--- src/rtl/fp_sub_seq.sv ---
// fp_sub_seq: multi-cycle IEEE-754 single-precision subtractor, R = A - B.
// Ports: clk, rst_n (async low), start, data_a, data_b -> busy, done, data_r, overflow.
// Optional macro FP_SUB_SEQ_ROUND_EN adds a ROUND state (nearest-even); otherwise truncates.
module fp_sub_seq (
   input  logic        clk,
   input  logic        rst_n,
   input  logic        start,
   input  logic [31:0] data_a,
   input  logic [31:0] data_b,
   output logic        busy,
   output logic        done,
   output logic [31:0] data_r,
   output logic        overflow
);

   typedef enum logic [2:0] {
      S_IDLE,
      S_ALIGN,
      S_ADD,
      S_NORM,
`ifdef FP_SUB_SEQ_ROUND_EN
      S_ROUND,
`endif
      S_PACK,
      S_DONE
   } state_t;

`ifdef FP_SUB_SEQ_ROUND_EN
   localparam state_t S_POST = S_ROUND;
`else
   localparam state_t S_POST = S_PACK;
`endif

   state_t      state;
   logic        sx, sy;
   logic [7:0]  ex, ey;
   // {carry, hidden, frac[22:0], guard, round, sticky}
   logic [27:0] mx, my;
   logic        nan_q, ovf_q, flush_q;

   logic [7:0]  ea, eb, diff;
   logic [22:0] fa, fb;
   logic [27:0] ma, mb;
   logic        a_ge, nan_in;
   logic [26:0] sum_hi;

   assign ea     = data_a[30:23];
   assign eb     = data_b[30:23];
   assign fa     = (ea == 8'd0) ? 23'd0 : data_a[22:0];
   assign fb     = (eb == 8'd0) ? 23'd0 : data_b[22:0];
   assign ma     = {1'b0, ea != 8'd0, fa, 3'b000};
   assign mb     = {1'b0, eb != 8'd0, fb, 3'b000};
   assign a_ge   = {ea, fa} >= {eb, fb};
   assign nan_in = (&ea) | (&eb);
   assign diff   = ex - ey;

   // Sticky bits are OR-ed, not carried through the add/subtract.
   always_comb begin
      sum_hi = '0;
      if (sx == sy) sum_hi = mx[27:1] + my[27:1];
      else          sum_hi = mx[27:1] - my[27:1];
   end

`ifdef FP_SUB_SEQ_ROUND_EN
   logic        rnd_up;
   logic [24:0] rnd;
   assign rnd_up = mx[2] & (mx[1] | mx[0] | mx[3]);
   assign rnd    = {1'b0, mx[26:3]} + {24'd0, rnd_up};
`endif

   always_ff @(posedge clk or negedge rst_n) begin
      if (!rst_n) begin
         state    <= S_IDLE;
         sx       <= 1'b0;
         sy       <= 1'b0;
         ex       <= '0;
         ey       <= '0;
         mx       <= '0;
         my       <= '0;
         nan_q    <= 1'b0;
         ovf_q    <= 1'b0;
         flush_q  <= 1'b0;
         busy     <= 1'b0;
         done     <= 1'b0;
         data_r   <= '0;
         overflow <= 1'b0;
      end else begin
         unique case (state)
            S_IDLE: begin
               if (start) begin
                  sx      <= a_ge ? data_a[31] : ~data_b[31];
                  sy      <= a_ge ? ~data_b[31] : data_a[31];
                  ex      <= a_ge ? ea : eb;
                  ey      <= a_ge ? eb : ea;
                  mx      <= a_ge ? ma : mb;
                  my      <= a_ge ? mb : ma;
                  nan_q   <= nan_in;
                  ovf_q   <= 1'b0;
                  flush_q <= 1'b0;
                  busy    <= 1'b1;
                  state   <= nan_in ? S_PACK : S_ALIGN;
               end
            end
            S_ALIGN: begin
               if (diff == 8'd0) begin
                  state <= S_ADD;
               end else if (diff >= 8'd26) begin
                  my    <= {27'd0, |my};
                  ey    <= ex;
                  state <= S_ADD;
               end else begin
                  my <= {1'b0, my[27:2], my[1] | my[0]};
                  ey <= ey + 8'd1;
                  if (diff == 8'd1) state <= S_ADD;
               end
            end
            S_ADD: begin
               mx    <= {sum_hi, mx[0] | my[0]};
               state <= S_NORM;
            end
            S_NORM: begin
               if (mx == 28'd0) begin
                  sx    <= 1'b0;
                  state <= S_POST;
               end else if (mx[27]) begin
                  mx <= {1'b0, mx[27:2], mx[1] | mx[0]};
                  ex <= ex + 8'd1;
                  if (ex == 8'd254) ovf_q <= 1'b1;
                  state <= S_POST;
               end else if (mx[26]) begin
                  state <= S_POST;
               end else if (ex == 8'd1) begin
                  flush_q <= 1'b1;
                  ex      <= 8'd0;
                  state   <= S_POST;
               end else begin
                  mx <= {mx[26:0], 1'b0};
                  ex <= ex - 8'd1;
                  if (mx[25]) state <= S_POST;
               end
            end
`ifdef FP_SUB_SEQ_ROUND_EN
            S_ROUND: begin
               if (!ovf_q && !flush_q && mx != 28'd0) begin
                  if (rnd[24]) begin
                     mx <= {1'b0, rnd[24:1], 3'b000};
                     ex <= ex + 8'd1;
                     if (ex == 8'd254) ovf_q <= 1'b1;
                  end else begin
                     mx <= {1'b0, rnd[23:0], 3'b000};
                  end
               end
               state <= S_PACK;
            end
`endif
            S_PACK: begin
               if (nan_q)             data_r <= 32'h7FC00000;
               else if (ovf_q)        data_r <= {sx, 8'hFF, 23'd0};
               else if (flush_q)      data_r <= {sx, 31'd0};
               else if (mx == 28'd0)  data_r <= 32'd0;
               else                   data_r <= {sx, ex, mx[25:3]};
               overflow <= ovf_q & ~nan_q;
               done     <= 1'b1;
               state    <= S_DONE;
            end
            S_DONE: begin
               done  <= 1'b0;
               busy  <= 1'b0;
               state <= S_IDLE;
            end
            default: state <= S_IDLE;
         endcase
      end
   end

endmodule

--- config.mk ---
export PLATFORM = sky130hd
export DESIGN_NAME = fp_sub_seq
export DESIGN_NICKNAME = d
export VERILOG_FILES = /design/src/rtl/fp_sub_seq.sv
export SDC_FILE = /design/constraint.sdc
export NUM_CORES = 1
export LEC_CHECK = 0
export CAP_MARGIN = 15
export CELL_PAD_IN_SITES_DETAIL_PLACEMENT = 0
export CELL_PAD_IN_SITES_GLOBAL_PLACEMENT = 1
export CORE_AREA = 2 2 200 202
export CTS_CLUSTER_SIZE = 20
export DETAILED_ROUTE_END_ITERATION = 10
export DIE_AREA = 0 0 202 204
export DONT_BUFFER_PORTS = 1
export PLACE_DENSITY = 0.51
export SYNTH_ARGS = -nofsm -noshare
export SYNTH_HDL_FRONTEND = slang
export SYNTH_SLANG_ARGS = --single-unit
--- constraint.sdc ---
create_clock -name clk -period 5.1 [get_ports clk]
set_clock_uncertainty 0.2 [all_clocks]
set_input_delay 1.275 -clock clk [delete_from_list [all_inputs] [get_ports clk]]
set_output_delay 1.275 -clock clk [all_outputs]
set_load 0.02 [all_outputs]
==> flow_summary.toml, run 1 <==
[clock_network]
tritoncts_clock_tree = "built"
clock_sink_count = 114
post_cts_hold_fix_bufs = 0
worst_skew_pair.late_latency_ns = 0.44
post_cts_resized = 0
cts_bufs_inserted = 17
clock_tree.htree_level_count = 4
post-cts-setup-buffer-count = 0
max_buffers_root_to_sink = 2
cts.root.buffer_cell = "sky130_fd_sc_hd__clkbuf_16"
clkSlewWorstSetupHoldPaths_ns = 0.06

[finish]
diodes = 0
syn2layout_area_growth_pct = 14.7
filler_cell_count = 4231
layout.nets = 1310
layout-drive-gt1-share = 0.0938

[die]
design.die.area_sq_um = 41200
die_width_microns = 202
row_count = 73
area_of_the_core_region_sq_um = 39200
io-pin-count = 102
starting_density = 0.248
die_h_microns = 204

[routing]
drc_violation_count_after_routing = 0
wirelength_mm = 35.6
routed_via_density = 5.23
drt_iter0_drc = 705
ant_nets = 0
drt-pass1-iter-count = 5
route.vias.total = 8935
drt-wirelength-per-cell_microns = 20.8

[global_route]
first_global_vias = 8438
initial_antenna_violation_count = 0
global_route.usage.total = 0.173
first_pass_grt_wire_length_mm = 54.2
grt_start_max_net_pins = 115
grt_overflow = 0

[job]
maxCapViolations = 0

[setup_path]
cp_cell_sequence = "or4_1 > nor3_2 > and3b_1 > nand2_1 > nor2_1 > nor2_1 > xor2_1 > ha_1 > o211ai_1 > a21oi_1 > and2_0 > o41a_1 > or4_4 > a311o_1 > o221ai_2"
cpPeakStageDelay_ns = 0.59
cp_data_required_time_ns = 5.25
peak_fanout_along_the_critical_path = 5
timing.critical_path.arrival_ns = 4.92
end_kind = "register"
critPathKind = "register to register"
critPathMostFrequentCell = "sky130_fd_sc_hd__nor2_1"
start_kind = "register"
crit_slowest_cell = "sky130_fd_sc_hd__or4_1"

[synthesis]
syn_avg_cell_area_sq_um = 8.24
netlist_area_sq_um = 9700
netlist-cell-type-count = 84
synth.net_count = 1316
synth_flop_cell = "sky130_fd_sc_hd__dfrtp_1"
synth-seq-area-share = 0.294
synthCells = 1177
synth_enable_flop_cells = 0
synth-warning-count = 0
synth-seq-cells = 114
async_flop_share = 1.00

[timing]
timing_max_transition_violations_final = 0
hold_viol = 0
timing.slew.headroom = 0.307
report.final.setup_viol = 0
rsz0062_at_grt = "no"
period_needed_ns = 4.77
maxClockFrequency_ghz = 0.210
final.setup.worst_slack_ns = 0.329
setup_tns_ns = 0
worst-slew-pin-transition_ns = 1.04
period_share = 0.935

[placed_design]
finalWeightedCongestion = 0.852
buffer_ports.inserted = 0
post-dp-hpwl_mm = 27.3
dp_worst_setup_slack_ns = 0.223

[outcome]
run_status = "finished, final reports clean"

[worst_hold_path]
hp-class = "input pin to async pin"
-- cells in the final DEF, fill, tap and decap left out, types with 4 or more instances in the layout --
master / count
sky130_fd_sc_hd__ha_1: 70
sky130_fd_sc_hd__mux2i_1: 52
sky130_fd_sc_hd__clkbuf_8: 4
sky130_fd_sc_hd__or3_1: 6
sky130_fd_sc_hd__nor2b_1: 9
sky130_fd_sc_hd__nand3_1: 18
sky130_fd_sc_hd__nor4_1: 15
sky130_fd_sc_hd__o31ai_1: 5
sky130_fd_sc_hd__clkbuf_16: 17
sky130_fd_sc_hd__a22o_1: 23
sky130_fd_sc_hd__o211ai_1: 15
sky130_fd_sc_hd__buf_4: 38
sky130_fd_sc_hd__xor2_1: 29
sky130_fd_sc_hd__a21boi_0: 5
sky130_fd_sc_hd__a211oi_1: 13
sky130_fd_sc_hd__o21ai_0: 56
sky130_fd_sc_hd__dfrtp_1: 114
sky130_fd_sc_hd__bufinv_16: 4
sky130_fd_sc_hd__o21ai_1: 30
sky130_fd_sc_hd__nor3_1: 16
sky130_fd_sc_hd__a21o_1: 11
sky130_fd_sc_hd__o21a_1: 13
sky130_fd_sc_hd__a22oi_1: 12
sky130_fd_sc_hd__a21oi_1: 82
sky130_fd_sc_hd__a221oi_1: 36
sky130_fd_sc_hd__xnor2_1: 28
sky130_fd_sc_hd__and2_1: 5
sky130_fd_sc_hd__nand2b_1: 11
sky130_fd_sc_hd__inv_1: 60
sky130_fd_sc_hd__nand4_1: 15
sky130_fd_sc_hd__a222oi_1: 7
sky130_fd_sc_hd__and3_1: 7
sky130_fd_sc_hd__a31oi_1: 23
sky130_fd_sc_hd__nor2_1: 114
sky130_fd_sc_hd__nand2_1: 129
sky130_fd_sc_hd__mux2_2: 10
-- synthesized netlist by cell type (all sizes together) (13+ instances only) --
master	number	area [sq um]
nor2	116	445
a21oi	84	435
o21ai	86	430
dfrtp	114	2850
xnor2	28	245
nand3	18	90.1
nor3	17	90.1
nor4	17	113
ha	70	876
o211ai	17	138
buf	13	62.6
a22o	23	201
a211oi	13	97.6
inv	60	225
o21a	13	97.6
clkbuf	53	199
mux2i	52	521
nand4	15	93.8
a221oi	37	342
nand2	129	484
xor2	29	254
a31oi	23	144
-- cell type report --
class                   count  area [sq um]  area share
multi-input cells         936          6400       0.576
flip-flops and latches    114          2850       0.256
well taps                 525           657      0.0590
clock buffers              22           484      0.0435
repair buffers             41           345      0.0310
inverters                  61           229      0.0206
clock inverters             9           153      0.0137
-- worst max-delay path, delay by kind of cell (launching register included) --
kind / cells / cell delay [ns]
DFF: 1 / 0.44
adders and majority gates: 1 / 0.32
and+or+nand+nor: 8 / 2.28
AOI/OAI and AO/OA: 5 / 1.23
xor gates and xnor gates: 1 / 0.21
-- final timing paths --
check	start	endpoint	slack, ns	cells after the start
setup / recovery	my[6]	mx[27]	0.33	15
hold / removal	rst_n	data_r[17]	0.34	0
setup reg to reg	my[6]	mx[27]	0.33	15
hold reg to reg	my[2]	my[1]	0.34	2
max in group asynchronous	rst_n	ex[3]	4.16	0
min in group clk	my[2]	my[1]	0.34	2
-- routing by layer --
layer / routed length, microns / GRT usage / part of all wire / vias up
li1: - / - / - / 4349
met3: 1980 / 0.0403 / 0.055 / 32
met5: 0 / 0 / 0 / -
met4: 745 / 0.0530 / 0.021 / 0
met2: 14400 / 0.240 / 0.41 / 211
met1: 18500 / 0.260 / 0.52 / 4343
-- sequential cells by signal (all words and copies together) (netlist names), 3 cells and up --
| signal | count |
|---|---|
| ex | 8 |
| mx | 28 |
| my | 27 |
| state | 3 |
| data_r | 32 |
| ey | 8 |
-- per-stage QoR --
stage                     cell area (sq um)  utilization  hold WS (ns)  instances
final                                 11100        0.284         0.338       1708
after global routing                  11100        0.284         0.315       1708
after CTS                             11100        0.284         0.313       1708
after detailed placement              10500        0.268         0.321       1677
after global placement                10500        0.268         0.333       1677
after floorplan                        9700            -         0.291       1177
-- cell families (layout without fill, tap and decap cells) --
kind of cell,after synthesis,count (layout),synth area share
compound gates,375,375,0.266
xor+xnor,57,57,0.0515
buf+inv,127,133,0.0506
simple gates,370,370,0.178
fa+ha+maj,72,72,0.0944
mux,62,62,0.0653
flops,114,114,0.294
Power of run 1 is not shown: default switching activity piles up to over one toggle a cycle in this logic, so the estimate is an artifact.
==> run 2, diff against run 1 <==
- CORE_AREA: 2 2 200 202 -> 2 2 191 212
- DIE_AREA: 0 0 202 204 -> 0 0 193 214
- GPL_TIMING_DRIVEN: unset -> 0
- PLACE_DENSITY: 0.51 -> 0.44
==> run 2 against run 1 <==
Design area is 1.2% lower. Non-clock buffer count rose by 27. Core utilization is 0.20 points lower. Final cell count is 0.59% higher. Register-to-register slack about the same. Die area increased by 0.23%. Worst setup slack got worse by 0.037 ns. Global-route usage is 3.4 points higher.
==> flow_summary.toml, run 2 (same netlist as run 1, synthesis figures left out) <==
[outcome]
run_status = "finished, final reports clean"

[routing]
drt-pass1-iter-count = 5
detailroute.wirelength.met3_mm = 1.26
maxUsedRoutingLayer = "met4"
drc_violation_count_after_routing = 0
met1_wl_mm = 18.5
drt-wirelength-per-cell_microns = 24.5
drt_iter0_drc = 549
route.vias.total = 9024
wirelength_mm = 42.0
ant_nets = 0
routed_via_density = 5.25
detailed_routed_wire_length_on_met2_mm = 21.4

[worst_hold_path]
hp-class = "input pin to async pin"

[finish]
post-route-cell-area_sq_um = 11000
layout.nets = 1337
largest_register = "data_r"
layout.cells.most_common_list = "128 x sky130_fd_sc_hd__nand2_1, 114 x sky130_fd_sc_hd__dfrtp_1, 112 x sky130_fd_sc_hd__nor2_1"
flip_flop_count_of_the_largest_register_all_copies_and_words_added = 32
diodes = 0
layout-drive-gt1-share = 0.0793
largest_registers = "data_r x32, mx x28, my x27"
syn2layout_area_growth_pct = 13.3
layout.cells.most_common = "sky130_fd_sc_hd__nand2_1"

[global_route]
first_global_vias = 9280
initial_antenna_violation_count = 0
first_pass_grt_wire_length_mm = 62.6
global_route.usage.total = 0.207
grt_overflow = 0
grt_start_max_net_pins = 115

[clock_network]
clkSlewWorstSetupHoldPaths_ns = 0.06
worst_skew_pair.late_latency_ns = 0.45
clock_sink_count = 114
cts_bufs_inserted = 17
max_buffers_root_to_sink = 2
clock_tree.htree_level_count = 4
cts.root.buffer_cell = "sky130_fd_sc_hd__clkbuf_16"
tritoncts_clock_tree = "built"

[setup_path]
timing.critical_path.arrival_ns = 4.90
rrSetupSlack_ns = 0.34
critPathKind = "input pin to register"
r2r_cells = 16
peak_fanout_along_the_critical_path = 10
startpoint_of_the_lowest_slack_register_to_register_path = "my[6]"
end_kind = "register"
crit-reg2reg-capture = "mx[27]"
start_kind = "input pin"
cp-endpoint = "mx[15]"
cp_data_required_time_ns = 5.19
critical_path.startpoint = "data_a[28]"

[timing]
worst-slew-pin-transition_ns = 0.966
period_needed_ns = 4.81
timing.slew.headroom = 0.354
period_share = 0.943
report.final.setup_viol = 0
rsz0062_at_grt = "no"
hold_viol = 0
timing_max_transition_violations_final = 0
maxClockFrequency_ghz = 0.208

[die]
starting_density = 0.249
area_of_the_core_region_sq_um = 39000
die_width_microns = 193
io-pin-count = 102
design.die.area_sq_um = 41300
row_count = 76
die_h_microns = 214

[job]
maxCapViolations = 0

[placed_design]
finalWeightedCongestion = 0.850
buffer_ports.inserted = 0
placement.cell_area_sq_um = 10300
post-dp-hpwl_mm = 33.5
==> run 2: per-layer routing <==
layer / global-route usage / vias up
met4: 0.0601 / 0
met2: 0.363 / 160
met3: 0.0301 / 37
met1: 0.261 / 4435
met5: 0 / -
li1: - / 4392
==> run 2: worst min path at each step <==
| stage | start | end | slack [ns] | cells past startpoint |
|---|---|---|---|---|
| global route | rst_n | ey[5] | 0.30 | 0 |
| global placement | my[2] | my[1] | 0.33 | 2 |
| finish | rst_n | ey[5] | 0.33 | 0 |
| floorplan | my[0] | my[0] | 0.29 | 2 |
| CTS | rst_n | ey[5] | 0.31 | 0 |
| detailed placement | my[2] | my[1] | 0.34 | 2 |
==> run 2: layout make-up <==
class	instances	area, sq um
timing repair buffer	3	22.5
buffer	65	274
inverter	61	229
fill	4313	28000
tap	507	634
sequential	114	2850
clock buffer	19	433
clock inverter	13	138
multi-input combinational	936	6410
==> run 2: through the flow <==
stage	TNS, ns	util	hold slack, ns	setup slack, ns	std cells
floorplan	0	-	0.291	0.559	1177
global placement	-34.83	0.265	0.335	-0.943	1684
detailed placement	-34.11	0.265	0.340	-0.939	1684
CTS	0	0.280	0.306	0.00604	1716
global route	0	0.282	0.304	0.00907	1718
finish	0	0.282	0.326	0.292	1718
==> run 2: what timing repair did <==
| item | CTS | global route |
|---|---|---|
| gates resized for setup | 10 | 16 |
| hold buffers | 0 | 0 |
| setup endpoints to repair | 45 | 49 |
| buffers inserted | 0 | 3 |
| pin swaps | 0 | 1 |
==> run 2: critical path: stages <==
cell and delay, ns:
sky130_fd_sc_hd__nor4_1 0.26, sky130_fd_sc_hd__nand2_1 0.17, sky130_fd_sc_hd__clkbuf_2 0.28, sky130_fd_sc_hd__nand2_1 0.21
sky130_fd_sc_hd__inv_1 0.06, sky130_fd_sc_hd__ha_1 0.32, sky130_fd_sc_hd__nand2_1 0.08, sky130_fd_sc_hd__nor2_1 0.04
sky130_fd_sc_hd__a211oi_1 0.29, sky130_fd_sc_hd__nand4_1 0.25, sky130_fd_sc_hd__a311oi_4 0.38, sky130_fd_sc_hd__buf_2 0.37
sky130_fd_sc_hd__nor2_1 0.07, sky130_fd_sc_hd__a311oi_1 0.69, sky130_fd_sc_hd__o31ai_1 0.14
Power of run 2 is left out for the same reason.
